==> config.mk <==
export PLATFORM = sky130hd
export DESIGN_NAME = neander_uart_io
export DESIGN_NICKNAME = d
export VERILOG_FILES = /design/src/rtl/neander_uart_io.sv
export SDC_FILE = /design/constraint.sdc
export NUM_CORES = 1
export LEC_CHECK = 0
export ABC_AREA = 1
export CAP_MARGIN = 30
export CELL_PAD_IN_SITES_DETAIL_PLACEMENT = 1
export CELL_PAD_IN_SITES_GLOBAL_PLACEMENT = 1
export CORE_MARGIN = 8
export CORE_UTILIZATION = 46
export CTS_CLUSTER_SIZE = 8
export DETAILED_ROUTE_END_ITERATION = 10
export PLACE_DENSITY_LB_ADDON = 0.1
export SLEW_MARGIN = 20
export SYNTH_ARGS = -nofsm -noshare
export SYNTH_HDL_FRONTEND = slang
export SYNTH_SLANG_ARGS = --single-unit
export TNS_END_PERCENT = 10
==> constraint.sdc <==
create_clock -name clk -period 2.9 [get_ports clk]
set_input_delay 0.58 -clock clk [delete_from_list [all_inputs] [get_ports clk]]
set_output_delay 0.58 -clock clk [all_outputs]
set_load 0.05 [all_outputs]
==> src/rtl/neander_uart_io.sv <==
// rtl/neander_uart_io.sv - UART peripheral on the NEANDER-X I/O port
module neander_uart_io #(
    parameter int CLKS_PER_BIT = 16,
    parameter int TX_DEPTH     = 4
) (
    input  logic       clk,
    input  logic       reset,
    input  logic [7:0] io_out,
    input  logic       io_write,
    input  logic       io_read,
    output logic [7:0] io_in,
    output logic [7:0] io_status,
    input  logic       uart_rx,
    output logic       uart_tx
);
    localparam int BW = $clog2(CLKS_PER_BIT);
    localparam int AW = $clog2(TX_DEPTH);
    localparam int CW = $clog2(TX_DEPTH + 1);
    localparam logic [BW-1:0] BAUD_LAST = BW'(CLKS_PER_BIT - 1);
    localparam logic [BW-1:0] HALF_LAST = BW'(CLKS_PER_BIT / 2 - 1);

    typedef enum logic [1:0] {TX_IDLE, TX_START, TX_DATA, TX_STOP} tx_state_t;
    typedef enum logic [1:0] {RX_IDLE, RX_START, RX_DATA, RX_STOP} rx_state_t;

    logic [7:0]    fifo_mem [TX_DEPTH];
    logic [AW-1:0] wr_ptr, rd_ptr;
    logic [CW-1:0] fifo_count;
    logic          tx_full, fifo_nonempty, tx_push, tx_pop, tx_empty;

    tx_state_t     tx_state;
    logic [BW-1:0] tx_baud;
    logic [2:0]    tx_bit;
    logic [7:0]    tx_shift;

    rx_state_t     rx_state;
    logic [BW-1:0] rx_baud;
    logic [2:0]    rx_bit;
    logic [7:0]    rx_shift;
    logic          rx_meta, rx_sync, rx_valid, rx_overrun, rx_done;

    assign tx_full       = (fifo_count == CW'(TX_DEPTH));
    assign fifo_nonempty = (fifo_count != '0);
    assign tx_push       = io_write && !tx_full;
    // Pop only when the serializer is ready to load a new byte.
    assign tx_pop        = fifo_nonempty &&
                           ((tx_state == TX_IDLE) ||
                            (tx_state == TX_STOP && tx_baud == BAUD_LAST));
    assign tx_empty      = !fifo_nonempty && (tx_state == TX_IDLE);
    assign io_status     = {4'b0000, rx_overrun, tx_empty, tx_full, rx_valid};

    always_ff @(posedge clk) begin
        if (tx_push) fifo_mem[wr_ptr] <= io_out;
    end

    always_ff @(posedge clk or negedge reset) begin
        if (!reset) begin
            wr_ptr     <= '0;
            rd_ptr     <= '0;
            fifo_count <= '0;
        end else begin
            if (tx_push) wr_ptr <= wr_ptr + 1'b1;
            if (tx_pop)  rd_ptr <= rd_ptr + 1'b1;
            case ({tx_push, tx_pop})
                2'b10:   fifo_count <= fifo_count + 1'b1;
                2'b01:   fifo_count <= fifo_count - 1'b1;
                default: fifo_count <= fifo_count;
            endcase
        end
    end

    // uart_tx trails the state by one cycle, so every bit keeps its full width.
    always_ff @(posedge clk or negedge reset) begin
        if (!reset) begin
            tx_state <= TX_IDLE;
            tx_baud  <= '0;
            tx_bit   <= '0;
            tx_shift <= '0;
            uart_tx  <= 1'b1;
        end else begin
            case (tx_state)
                TX_IDLE: begin
                    uart_tx <= 1'b1;
                    if (fifo_nonempty) begin
                        tx_shift <= fifo_mem[rd_ptr];
                        tx_baud  <= '0;
                        tx_state <= TX_START;
                    end
                end
                TX_START: begin
                    uart_tx <= 1'b0;
                    if (tx_baud == BAUD_LAST) begin
                        tx_baud  <= '0;
                        tx_bit   <= '0;
                        tx_state <= TX_DATA;
                    end else begin
                        tx_baud <= tx_baud + 1'b1;
                    end
                end
                TX_DATA: begin
                    uart_tx <= tx_shift[0];
                    if (tx_baud == BAUD_LAST) begin
                        tx_baud  <= '0;
                        tx_shift <= {1'b0, tx_shift[7:1]};
                        if (tx_bit == 3'd7) begin
                            tx_bit   <= '0;
                            tx_state <= TX_STOP;
                        end else begin
                            tx_bit <= tx_bit + 1'b1;
                        end
                    end else begin
                        tx_baud <= tx_baud + 1'b1;
                    end
                end
                default: begin
                    uart_tx <= 1'b1;
                    if (tx_baud == BAUD_LAST) begin
                        tx_baud <= '0;
                        if (fifo_nonempty) begin
                            tx_shift <= fifo_mem[rd_ptr];
                            tx_state <= TX_START;
                        end else begin
                            tx_state <= TX_IDLE;
                        end
                    end else begin
                        tx_baud <= tx_baud + 1'b1;
                    end
                end
            endcase
        end
    end

    always_ff @(posedge clk or negedge reset) begin
        if (!reset) begin
            rx_meta <= 1'b1;
            rx_sync <= 1'b1;
        end else begin
            rx_meta <= uart_rx;
            rx_sync <= rx_meta;
        end
    end

    assign rx_done = (rx_state == RX_STOP) && (rx_baud == BAUD_LAST) && rx_sync;

    always_ff @(posedge clk or negedge reset) begin
        if (!reset) begin
            rx_state   <= RX_IDLE;
            rx_baud    <= '0;
            rx_bit     <= '0;
            rx_shift   <= '0;
            io_in      <= 8'h00;
            rx_valid   <= 1'b0;
            rx_overrun <= 1'b0;
        end else begin
            case (rx_state)
                RX_IDLE: begin
                    if (!rx_sync) begin
                        rx_baud  <= '0;
                        rx_bit   <= '0;
                        rx_state <= RX_START;
                    end
                end
                RX_START: begin
                    if (rx_baud == HALF_LAST) begin
                        rx_baud  <= '0;
                        rx_state <= rx_sync ? RX_IDLE : RX_DATA;
                    end else begin
                        rx_baud <= rx_baud + 1'b1;
                    end
                end
                RX_DATA: begin
                    if (rx_baud == BAUD_LAST) begin
                        rx_baud  <= '0;
                        rx_shift <= {rx_sync, rx_shift[7:1]};
                        if (rx_bit == 3'd7) rx_state <= RX_STOP;
                        else                rx_bit   <= rx_bit + 1'b1;
                    end else begin
                        rx_baud <= rx_baud + 1'b1;
                    end
                end
                default: begin
                    if (rx_baud == BAUD_LAST) begin
                        rx_baud  <= '0;
                        rx_state <= RX_IDLE;
                    end else begin
                        rx_baud <= rx_baud + 1'b1;
                    end
                end
            endcase

            // A completing byte beats a simultaneous acknowledge.
            if (rx_done) begin
                io_in      <= rx_shift;
                rx_valid   <= 1'b1;
                rx_overrun <= rx_valid && !io_read;
            end else if (io_read) begin
                rx_valid   <= 1'b0;
                rx_overrun <= 1'b0;
            end
        end
    end
endmodule

# Word-level counts from Yosys, hierarchy flattened
# Memories as Yosys holds them, arrays and structs flattened.
# Index checks and enable logic that the tools add are counted.
totals:
  register_bits: 54
  ramBits: 32
  in_bits: 13
  out_inout_bits: 17
  wordCells: 116
  memories: 1
mem_list:
  columns: ["memory", "depth", "word_bits", "rd", "rd_clocked_by_memory_dff", "write_ports", "line_no", "rtl"]
  rows:
  - ["fifo_mem", 4, 8, 1, 0, 1, "25", "logic [7:0] fifo_mem [TX_DEPTH];"]
op_classes:
  addsub: 8
  n_eq_ne: 23
  mux: 40
  n_bitwise: 1
  n_reduce_logical: 26
op_table:
  columns: ["cell", "count"]
  rows:
  - ["4-bit two-way mux", 6]
  - ["8-bit two-way mux", 3]
  - ["8-bit one-hot mux with 3 select lines", 1]
  - ["2-bit two-way mux", 11]
  - ["3-bit two-way mux", 6]
  - ["2-bit inequality test (second input constant)", 9]
  - ["3-bit one-hot mux with 2 select lines", 3]
  - ["2-bit one-hot mux with 3 select lines", 2]
  - ["2-bit equality test (second input constant)", 5]
  - ["5-bit AND reduction", 2]
  - ["2-bit nonzero test", 5]
  - ["3-bit by 1-bit adder with 3-bit output (second input constant)", 3]
  - ["3-bit equality test (second input constant)", 3]
  - ["4-bit by 1-bit adder with 4-bit output (second input constant)", 2]
  - ["4-bit equality test (second input constant)", 2]
  - ["4-bit one-hot mux with 2 select lines", 1]
  - ["1-bit logical AND", 7]
  - ["2-bit by 1-bit equality test with 1-bit output (second input constant)", 3]
  - ["1-bit two-way mux", 6]
  - ["3-bit AND reduction", 2]
  - ["3-bit nonzero test", 2]
  - ["2-bit by 1-bit adder with 2-bit output (second input constant)", 2]
  - ["4-bit by 3-bit equality test with 1-bit output (second input constant)", 1]
  - ["2-bit zero test", 2]
  - ["7 further kinds", 9]

# Longest topological paths before layout
# Gate-level depths: netlist of run 1.
depth:
  depth_word: 6
  depth_mapped: 12
  ltp_nobuf: 12

# Least setup slack after synthesis of run 1
# OpenSTA, ideal clock, no wires.
synth_timing:
  kind: "register to register"
  startpoint: "reg tx_state[0]"
  endpoint: "reg fifo_count[2]"
  t_arrival_ns: 1.933
  t_required_ns: 2.769
  setup_slack_ns: 0.836
  stages_incl_launch_ff: 13
  n_path_buf: 0
  path_cell_list: "dfrtp_1 -> inv_1 -> ha_1 -> inv_1 -> nand2_2 -> nand3_1 -> inv_1 -> ha_1 -> inv_1 -> fa_1 -> a21oi_1 -> o21ai_0 -> xor2_1"
synth_via:
  elab_chain_cells: 6
  elab_cells_between_ends: 9
synth_lines:
  columns: ["element", "line_no", "rtl"]
  rows:
  - ["start: declaration", "30", "tx_state_t tx_state;"]
  - ["start signal: assignment", "74", "tx_state <= TX_IDLE;"]
  - ["start signal: assignment", "86", "tx_state <= TX_START;"]
  - ["start signal: assignment", "94", "tx_state <= TX_DATA;"]
  - ["2-bit equality test", "47", "(tx_state == TX_STOP && tx_baud == BAUD_LAST));"]
  - ["1-bit logical AND", "47", null]
  - ["1-bit logical OR (*)", "46", "((tx_state == TX_IDLE) ||"]
  - ["1-bit logical AND (*)", "45", "assign tx_pop = fifo_nonempty &&"]
  - ["via tx_pop", "28", "logic tx_full, fifo_nonempty, tx_push, tx_pop, tx_empty;"]
  - ["2-bit by 1-bit equality test with 1-bit output / 2-bit equality test (equally long branches)", "63", "case ({tx_push, tx_pop})"]
  - ["3-bit one-hot mux with 2 select lines / 2-bit nonzero test (equally long branches)", null, null]
  - ["end signal: assignment", "64", "2'b10: fifo_count <= fifo_count + 1'b1;"]
  - ["end signal: assignment", "65", "2'b01: fifo_count <= fifo_count - 1'b1;"]
  - ["end signal: assignment", "66", "default: fifo_count <= fifo_count;"]
  - ["end: declaration", "27", "logic [CW-1:0] fifo_count;"]
# The timed path passes the listed nets; every way through them passes the cells marked *.
# A chain may end at the register's enable or synchronous reset.

# Final worst setup path of run 1
layout_timing:
  startpoint: "reg fifo_count[0]"
  endpoint: "out io_status[1]"
layout_via:
  elab_chain_cells: 1
layout_lines:
  columns: ["element", "line_no", "rtl"]
  rows:
  - ["3-bit equality test", "41", "assign tx_full = (fifo_count == CW'(TX_DEPTH));"]
  - ["end: declaration", "12", "output logic [7:0] io_status,"]
# Every way passes these cells.

==> results of run 1 <==
-- cell type report --
class / instances / share of cell area
clock inverters: 3 / 0.005254
repair buffers: 32 / 0.06637
inverters: 40 / 0.03374
flip-flops and latches: 86 / 0.5119
multi-input cells: 262 / 0.3128
well taps: 108 / 0.02987
clock buffers: 13 / 0.04010
-- cells in the mapped netlist --
| master | number | area share |
|---|---|---|
| sky130_fd_sc_hd__nor2_4 | 2 | 0.0056 |
| sky130_fd_sc_hd__nand3b_1 | 2 | 0.0038 |
| sky130_fd_sc_hd__nand3_1 | 39 | 0.049 |
| sky130_fd_sc_hd__nand4_4 | 1 | 0.0053 |
| sky130_fd_sc_hd__o21ai_2 | 12 | 0.026 |
| sky130_fd_sc_hd__buf_6 | 3 | 0.0085 |
| sky130_fd_sc_hd__or2_4 | 1 | 0.0022 |
| sky130_fd_sc_hd__buf_4 | 9 | 0.017 |
| sky130_fd_sc_hd__nor2_1 | 12 | 0.011 |
| sky130_fd_sc_hd__dfrtp_1 | 51 | 0.32 |
| sky130_fd_sc_hd__nand2_4 | 1 | 0.0028 |
| sky130_fd_sc_hd__o21ai_1 | 1 | 0.0013 |
| sky130_fd_sc_hd__inv_4 | 1 | 0.0016 |
| sky130_fd_sc_hd__xnor2_1 | 2 | 0.0044 |
| sky130_fd_sc_hd__nand4_1 | 2 | 0.0031 |
| sky130_fd_sc_hd__o21a_1 | 1 | 0.0019 |
| sky130_fd_sc_hd__buf_2 | 4 | 0.0050 |
| sky130_fd_sc_hd__o31ai_1 | 1 | 0.0019 |
| sky130_fd_sc_hd__o21ai_0 | 19 | 0.024 |
| sky130_fd_sc_hd__nor2_8 | 1 | 0.0050 |
| sky130_fd_sc_hd__clkbuf_1 | 1 | 0.00094 |
| sky130_fd_sc_hd__edfxtp_1 | 32 | 0.24 |
| sky130_fd_sc_hd__inv_2 | 3 | 0.0028 |
| sky130_fd_sc_hd__nor2_2 | 1 | 0.0016 |
| sky130_fd_sc_hd__nand3_4 | 1 | 0.0044 |
| sky130_fd_sc_hd__inv_1 | 35 | 0.033 |
| sky130_fd_sc_hd__clkinv_1 | 1 | 0.00094 |
| sky130_fd_sc_hd__a21oi_1 | 6 | 0.0075 |
| sky130_fd_sc_hd__dfstp_2 | 3 | 0.020 |
| sky130_fd_sc_hd__fa_1 | 1 | 0.0050 |
| sky130_fd_sc_hd__nand2_1 | 128 | 0.12 |
| sky130_fd_sc_hd__xor2_1 | 4 | 0.0088 |
| sky130_fd_sc_hd__conb_1 | 1 | 0.00094 |
| sky130_fd_sc_hd__nand2_2 | 4 | 0.0063 |
| sky130_fd_sc_hd__a22o_1 | 1 | 0.0022 |
| sky130_fd_sc_hd__ha_1 | 15 | 0.047 |
-- final timing paths --
check	end	depth (start not counted)	startpoint
worst max-delay path	io_status[1]	4	fifo_count[0]
min in group clk	rx_sync	0	rx_meta
worst max register to register	fifo_count[2]	12	tx_state[0]
worst min register to register	rx_sync	0	rx_meta
worst min-delay path	tx_baud[3]	1	reset
max in group asynchronous	rx_valid	2	reset
-- power by group through the flow --
| stage | registers [mW] | logic, mW | clock network (mW) |
|---|---|---|---|
| after CTS | 1.54 | 0.604 | 0.880 |
| after global placement | 1.56 | 0.574 | 0 |
| after floorplan | 1.55 | 0.433 | 0 |
| final | 1.54 | 0.588 | 0.853 |
| after global routing | 1.56 | 0.686 | 0.927 |
| after detailed placement | 1.57 | 0.600 | 0 |
-- layer usage --
metal | part of all wire | wire [um] | up-vias
li1 | - | - | 1349
met1 | 0.48 | 3898 | 1321
met2 | 0.49 | 3993 | 31
met3 | 0.027 | 222 | 9
met4 | 0.010 | 86 | 0
met5 | 0 | 0 | -
-- flip-flops by register name, summed over array words and instances (netlist names), 4 cells and up --
signal,flops
fifo_mem,32
io_in,8
rx_baud,4
rx_shift,8
tx_baud,4
tx_shift,8
-- through the flow --
| stage | hold slack [ps] | area, sq um | util | setup slack [ps] |
|---|---|---|---|---|
| 2_1_floorplan | 284.4 | 4009 | - | 836.4 |
| 3_3_place_gp | 346.8 | 4317 | 0.5023 | 488.4 |
| 3_5_place_dp | 348.5 | 4317 | 0.5023 | 404.1 |
| 4_1_cts | 301.5 | 4522 | 0.5262 | 17.60 |
| 5_1_grt | 335.3 | 4524 | 0.5265 | 223.4 |
| 6_report | 287.9 | 4524 | 0.5265 | 352.4 |
-- cells by family after synthesis --
kind of cell,count (synthesis),synth area share
AO/OA/AOI/OAI,41,0.06479
XOR/XNOR,6,0.01315
adder cells (fa/ha/maj),16,0.05196
buffers and inverters,57,0.06948
flip-flops,86,0.5793
other,1,0.0009381
AND/OR/NAND/NOR,195,0.2203
-- repair_timing --
action / CTS / global route
endpoints found under the setup margin: 0 / 1
gates resized for setup: 0 / 1
hold buffers: 0 / 0
-- worst register-to-register path: cells and delay by family (launching register included) --
family | cells | cell delay [ps]
adders and majority gates | 3 | 750
AOI/OAI and AO/OA | 2 | 280
and+or+nand+nor | 2 | 250
buffers and inverters | 4 | 420
xor gates and xnor gates | 1 | 160
DFF | 1 | 420
==> flow_summary.ini, run 1 <==
[timing]
grt_setup_unrepaired = no
final_max_slew_viol_count = 0
final_min_period_over_clock_period = 0.8785
setup_viol = 0
finClkSkew_ps = 14.48
achievable_frequency_mhz = 392.5
finalSetupTns_ps = 0
tightest_slew_ps = 757.3
fin_crit_ps = 2548
max_slew_margin = 0.4952
hold_viol = 0

[power]
total_leakage_power_nw = 2.058
netSwitchingFraction = 0.3060
power-per-cell-area_nw_per_um2 = 659.4
power_frac_comb = 0.197
vdd_ir_drop_max_mv = 0.3725
power.clock.fraction = 0.286
psw_mw = 0.9129
seq_power_share = 0.517
total_power_mw = 2.984
p_int_mw = 2.071

[floorplanning]
row_count = 34
initial_core_util = 0.4652
fp.coreArea_sq_um = 8593
ios = 30
floorplan.die.width_um = 109.2
die_height_um = 109.2
design.die.area_sq_um = 11930

[place]
post-dp-hpwl_um = 5715
placedCellCount = 528
gp_congestion = 0.7757
placement.io_buffers = 25

[drt]
avgRoutedWirePerCell_um = 15.07
via_per_inst = 4.982
routed_wirelength_um = 8200
vias = 2710
drt-initial-drc-count = 57
drc_errors = 0
route.antenna.remaining_nets = 0
first_pass_iters = 4

[worst_setup_path]
setup.reg_to_reg.worst_slack_ps = 510
crit_path_leading_delay_family = buffers and inverters
cp_data_required_time_ps = 2320
cp_arrival_ps = 1970
path_cells = nor2_1, nand2_1, inv_1, clkdlybuf4s50_1
cp-start-kind = flip-flop
critPathMaxStageDelay_ps = 800
timing.critical_path.buf_inv = 2
critical_path_class = reg2out
cpMaxStageDelayCell = sky130_fd_sc_hd__clkdlybuf4s50_1
crit_fanout = 4
crit_path_end_kind = output pin

[cts]
cts_inserted_buffers = 9
tritoncts = done
clock_path_buffers = 2
clock_insertion_delay_worst_skew_ps = 350
postCtsSetupRepairBufs = 0
cts.root.buffer_cell = sky130_fd_sc_hd__clkbuf_8
cts.clk_slew.worst_paths_ps = 100
clock_sinks = 86
h-tree-depth = 3

[layout]
layout.cells.most_common = sky130_fd_sc_hd__nand2_1
diodes = 0
post_route_cells_drive_above_1_share = 0.1216
layout_common_cells = sky130_fd_sc_hd__nand2_1, sky130_fd_sc_hd__dfrtp_1, sky130_fd_sc_hd__nand3_1, sky130_fd_sc_hd__inv_1, sky130_fd_sc_hd__edfxtp_1
layout.filler_cells = 979
layout_overhead_on_the_synthesized_area_pct = 13.18
filler_free_cell_count_of_the_finished_design = 544
finish.net_count = 460
layout.area.seq_sq_um = 2316
multi_input_comb_area_sq_um = 1415

[synth]
synth.yosys.warnings = 0
postSynthRegisterBits = 86
syn_inst = 402
synth-seq-area-share = 0.5793
netlist_area_before_placement_sq_um = 3998
yosys.cell_types.count = 36
post_synth.cell_area_avg_sq_um = 9.944

[flow_run]
cap_violations = 0

[grt]
antenna_found_initial = 0
grt.overflow.total = 0
via_count_of_the_first_global_routing_pass = 2947
grt_max_degree = 33
met3_grt_util = 0.03191
gr-max-usage-layer = met2
gr-usage-met2 = 0.2561
gr-usage-met1 = 0.1947
track_usage = 0.1528
grt_pass1_wl_um = 14330

[hold_path]
worstHoldPathType = in2async

[status]
status = complete, no violations
Power figures use the tool's default switching activity.
==> run 2, diff against run 1 <==
Settings changed: CORE_UTILIZATION 46 to 47, CTS_BUF_LIST set to sky130_fd_sc_hd__clkbuf_8.
==> run 2 against run 1 <==
  * Critical path depth is the same
  * Sequential share of layout area is 0.35 points lower
  * Combinational power rose by 0.9%
  * Clock power up 20%
  * Critical endpoint unchanged
  * Utilization is 2.8 points higher
  * Worst hold slack got worse by 57 ps
  * Largest power group unchanged
  * Critical path type unchanged
  * Setup slack gained 19 ps
==> flow_summary.ini, run 2 (same netlist as run 1, synthesis figures left out) <==
[status]
status = complete, no violations

[timing]
fin_crit_ps = 2529
hold_viol = 0
finClkSkew_ps = 9.547
final_max_slew_viol_count = 0
finalSetupTns_ps = 0
grt_setup_unrepaired = no
timing.final.ws_setup_ps = 371.3
tightest_slew_ps = 661.6
max_slew_margin = 0.5589
achievable_frequency_mhz = 395.5
final_min_period_over_clock_period = 0.8720
setup_viol = 0

[layout]
layout.cells.most_common = sky130_fd_sc_hd__nand2_1
diodes = 0
layout.filler_cells = 918
post_route_cells_drive_above_1_share = 0.1198
max_flop_register = fifo_mem
finish.net_count = 458
layout_overhead_on_the_synthesized_area_pct = 13.96
layout_common_cells = sky130_fd_sc_hd__nand2_1, sky130_fd_sc_hd__dfrtp_1, sky130_fd_sc_hd__nand3_1, sky130_fd_sc_hd__inv_1, sky130_fd_sc_hd__edfxtp_1
largest_register_ffs = 32

[worst_setup_path]
cp_data_required_time_ps = 2320
critical_register_to_register_path_startpoint = tx_state[0]
crit_path_end_kind = output pin
reg2reg_depth = 12
critical_path_class = reg2out
crit_fanout = 4
timing.rr.end = fifo_count[2]
cp_arrival_ps = 1950
cp-start-kind = flip-flop
setup.reg_to_reg.worst_slack_ps = 490

[drt]
drc_errors = 0
drt-initial-drc-count = 106
route.antenna.remaining_nets = 0
first_pass_iters = 4
vias = 2750
avgRoutedWirePerCell_um = 15.51
via_per_inst = 5.102
routed_wirelength_um = 8359

[grt]
grt.overflow.total = 0
grt_pass1_wl_um = 14430
via_count_of_the_first_global_routing_pass = 2929
grt_max_degree = 30
antenna_found_initial = 0
track_usage = 0.1566

[place]
placement.io_buffers = 25
gp_congestion = 0.8110
post-dp-hpwl_um = 5810
placement.setup.worst_slack_ps = 451.7

[cts]
clock_insertion_delay_worst_skew_ps = 350
cts_inserted_buffers = 9
clock_sinks = 86
h-tree-depth = 3
cts.root.buffer_cell = sky130_fd_sc_hd__clkbuf_8
clock_path_buffers = 2
cts.clk_slew.worst_paths_ps = 90
tritoncts = done

[floorplanning]
fp.coreArea_sq_um = 8217
floorplan.die.width_um = 108.2
ios = 30
row_count = 33
die_height_um = 108.2
design.die.area_sq_um = 11710
initial_core_util = 0.4865

[power]
vdd_ir_drop_max_mv = 0.2999
power-per-cell-area_nw_per_um2 = 692.4
total_power_mw = 3.154
total_leakage_power_nw = 2.075

[hold_path]
worstHoldPathType = in2async

[flow_run]
cap_violations = 0
==> run 2: cell count changes in the layout (fill, tap and decap cells not counted), sizes merged <==
cell,previous run,this run
clkinv,1,2
clkinvlp,2,1
bufinv,0,3
clkbuf,13,9
inv,40,41
buf,8,6
==> run 2: layer usage <==
layer  global-route usage  vias to the layer above  wire length, um
li1                     -                     1343                -
met1               0.2015                     1366             3889
met2               0.2572                       30             4139
met3              0.02796                       11              210
met4              0.05946                        0              120
met5                    0                        -                0
==> run 2: how the worst max path moves through the flow <==
stage	endpoint	startpoint	cells past startpoint	slack, ps
after floorplan	fifo_count[2]	tx_state[0]	12	840
after global placement	io_status[2]	tx_state[0]	5	520
after detailed placement	io_status[2]	tx_state[0]	5	450
after CTS	io_status[2]	tx_state[0]	5	40
after global routing	io_status[1]	fifo_count[1]	4	250
final	io_status[1]	fifo_count[0]	4	370
==> run 2: area by class of cell <==
type                            instances  area (sq um)  share of cell area
Sequential cell                        86          2316              0.5084
Multi-Input combinational cell        262          1415              0.3106
Timing Repair Buffer                   30         297.8             0.06537
Inverter                               40         152.6             0.03351
Tap cell                              105         131.4             0.02884
Clock buffer                            9         123.9             0.02719
Clock inverter                          7         118.9             0.02609
==> run 2: worst max-delay path: stages, from the launching register on <==
cell	delay (ps)
sky130_fd_sc_hd__dfrtp_1	420
sky130_fd_sc_hd__nor2_1	200
sky130_fd_sc_hd__nand2_1	120
sky130_fd_sc_hd__inv_1	70
sky130_fd_sc_hd__clkdlybuf4s50_1	790
==> run 2: per-stage QoR <==
stage / hold WS [ps] / utilization / std cells / instance area (sq um)
global placement: 346.6 / 0.5246 / 523 / 4310
detailed placement: 348.2 / 0.5246 / 523 / 4310
global route: 274.9 / 0.5544 / 539 / 4556
CTS: 247.5 / 0.5541 / 539 / 4553
finish: 230.9 / 0.5544 / 539 / 4556
floorplan: 284.4 / - / 405 / 4009
==> run 2: what timing repair did <==
| item | 4_1_cts | 5_1_grt |
|---|---|---|
| gates resized for setup | 0 | 1 |
| endpoints found under the setup margin | 0 | 1 |
| setup buffers | 0 | 0 |
| hold buffers | 0 | 0 |
==> run 2: where the power goes <==
part           switching, mW  internal [mW]
clock                  0.441          0.575
sequential            0.0974           1.45
combinational          0.388          0.206
total                  0.926           2.23
==> run 3, diff against run 2 <==
Settings changed: CORE_MARGIN 8 to 1.
==> run 3 against run 2 <==
  * Sequential power barely moved
  * Wire length fell by 6.1%
  * Sequential cell count did not move
  * Non-clock buffer count rose by 1
  * Utilization fell by 0.59 points
  * Largest cell class unchanged
  * Highest routed layer unchanged
==> flow_summary.ini, run 3 (same netlist as run 1, synthesis figures left out) <==
[status]
status = complete, no violations

[drt]
routed_wirelength_um = 7845
drc_errors = 0
avgRoutedWirePerCell_um = 14.53
route.antenna.remaining_nets = 0
drt-initial-drc-count = 100
vias = 2685
first_pass_iters = 4
via_per_inst = 4.972

[cts]
clock_sinks = 86
cts_inserted_buffers = 9
tritoncts = done
clock_path_buffers = 2
cts.clk_slew.worst_paths_ps = 90
h-tree-depth = 3
clock_insertion_delay_worst_skew_ps = 360
cts.root.buffer_cell = sky130_fd_sc_hd__clkbuf_8

[timing]
final_min_period_over_clock_period = 0.8733
finalSetupTns_ps = 0
max_slew_margin = 0.4641
achievable_frequency_mhz = 394.9
grt_setup_unrepaired = no
tightest_slew_ps = 803.9
final_max_slew_viol_count = 0
fin_crit_ps = 2532
hold_viol = 0
setup_viol = 0
finClkSkew_ps = 12.01

[layout]
max_flop_register = fifo_mem
layout_overhead_on_the_synthesized_area_pct = 12.74
layout.cells.most_common = sky130_fd_sc_hd__nand2_1
post_route_cells_drive_above_1_share = 0.1218
layout_common_cells = sky130_fd_sc_hd__nand2_1, sky130_fd_sc_hd__dfrtp_1, sky130_fd_sc_hd__nand3_1, sky130_fd_sc_hd__inv_1, sky130_fd_sc_hd__edfxtp_1
diodes = 0
filler_free_cell_count_of_the_finished_design = 540
finish.net_count = 459
multi_input_comb_area_sq_um = 1415
largest_register_ffs = 32
layout.filler_cells = 927
layout.area.seq_sq_um = 2316

[power]
seq_power_share = 0.518
vdd_ir_drop_max_mv = 0.3860
p_int_mw = 2.050
netSwitchingFraction = 0.3108
total_leakage_power_nw = 2.055
power-per-cell-area_nw_per_um2 = 660.1
power_frac_comb = 0.196
power.clock.fraction = 0.286
psw_mw = 0.9244

[floorplanning]
ios = 30
fp.coreArea_sq_um = 8217
row_count = 33
design.die.area_sq_um = 8878
die_height_um = 94.23
initial_core_util = 0.4865
floorplan.die.width_um = 94.23

[worst_setup_path]
critPathMaxStageDelay_ps = 790
reg2reg_depth = 12
cp-start-kind = flip-flop
cp_arrival_ps = 1950
path_cells = nor2_1, nand2_1, inv_1, clkdlybuf4s50_1
crit_fanout = 4
cpMaxStageDelayCell = sky130_fd_sc_hd__clkdlybuf4s50_1
crit_path_end_kind = output pin
cp_data_required_time_ps = 2320
critical_path_class = reg2out

[place]
placedCellCount = 524
placement.io_buffers = 25
gp_congestion = 0.7172
post-dp-hpwl_um = 5423

[grt]
gr-max-usage-layer = met2
grt_max_degree = 37
antenna_found_initial = 0
grt.overflow.total = 0
met3_grt_util = 0.03641
gr-usage-met2 = 0.3182
grt_pass1_wl_um = 13740
via_count_of_the_first_global_routing_pass = 2836
track_usage = 0.2045
gr-usage-met1 = 0.2811

[hold_path]
worstHoldPathType = in2async

[flow_run]
cap_violations = 0
==> run 3: repair_timing <==
action | in CTS | in global routing
resized for setup | 0 | 1
hold buffers | 0 | 0
setup endpoints to repair | 0 | 1
buffers inserted | 0 | 0
==> run 3: cell type report <==
cell class	instances	area share
clock inverters	7	0.01666
clock buffers	9	0.02748
multi-input cells	262	0.3140
inverters	40	0.03387
repair buffers	31	0.06496
well taps	105	0.02915
flip-flops and latches	86	0.5139
==> run 3: layer usage <==
metal  vias up  wire length, um
met5         -                0
met4         0              163
met3        13              214
met2        39             3651
met1      1285             3816
li1       1348                -
==> run 3: final timing paths <==
| kind | from | endpoint | slack (ps) |
|---|---|---|---|
| max | fifo_count[0] | io_status[1] | 370 |
| min | reset | tx_bit[1] | 300 |
| max reg2reg | tx_state[1] | fifo_count[2] | 550 |
| min reg2reg | rx_meta | rx_sync | 360 |
| max in group asynchronous | reset | rx_shift[3] | 1880 |
| min in group clk | rx_meta | rx_sync | 360 |
==> run 3: power by group through the flow <==
| stage | logic, mW | clock network (mW) | registers (mW) |
|---|---|---|---|
| after floorplan | 0.433 | 0 | 1.55 |
| after global placement | 0.568 | 0 | 1.56 |
| after detailed placement | 0.591 | 0 | 1.57 |
| after CTS | 0.595 | 0.871 | 1.55 |
| after global routing | 0.677 | 0.925 | 1.56 |
| final | 0.583 | 0.850 | 1.54 |
==> run 3: stage by stage <==
| step | area [sq um] | hold slack, ps | util | worst slack, ps | power [mW] |
|---|---|---|---|---|---|
| floorplan | 4009 | 284.4 | - | 836.4 | 1.978 |
| global placement | 4305 | 346.2 | 0.5240 | 515.9 | 2.128 |
| detailed placement | 4305 | 349.8 | 0.5240 | 445.7 | 2.160 |
| CTS | 4504 | 334.3 | 0.5482 | 56.79 | 3.012 |
| global route | 4507 | 350.0 | 0.5485 | 217.9 | 3.165 |
| finish | 4507 | 300.5 | 0.5485 | 367.6 | 2.975 |
==> run 3: critical path, delay by kind of cell (launching register included) <==
kind          cells  cell delay [ps]
buf+inv           2              860
flops             1              410
simple gates      2              340
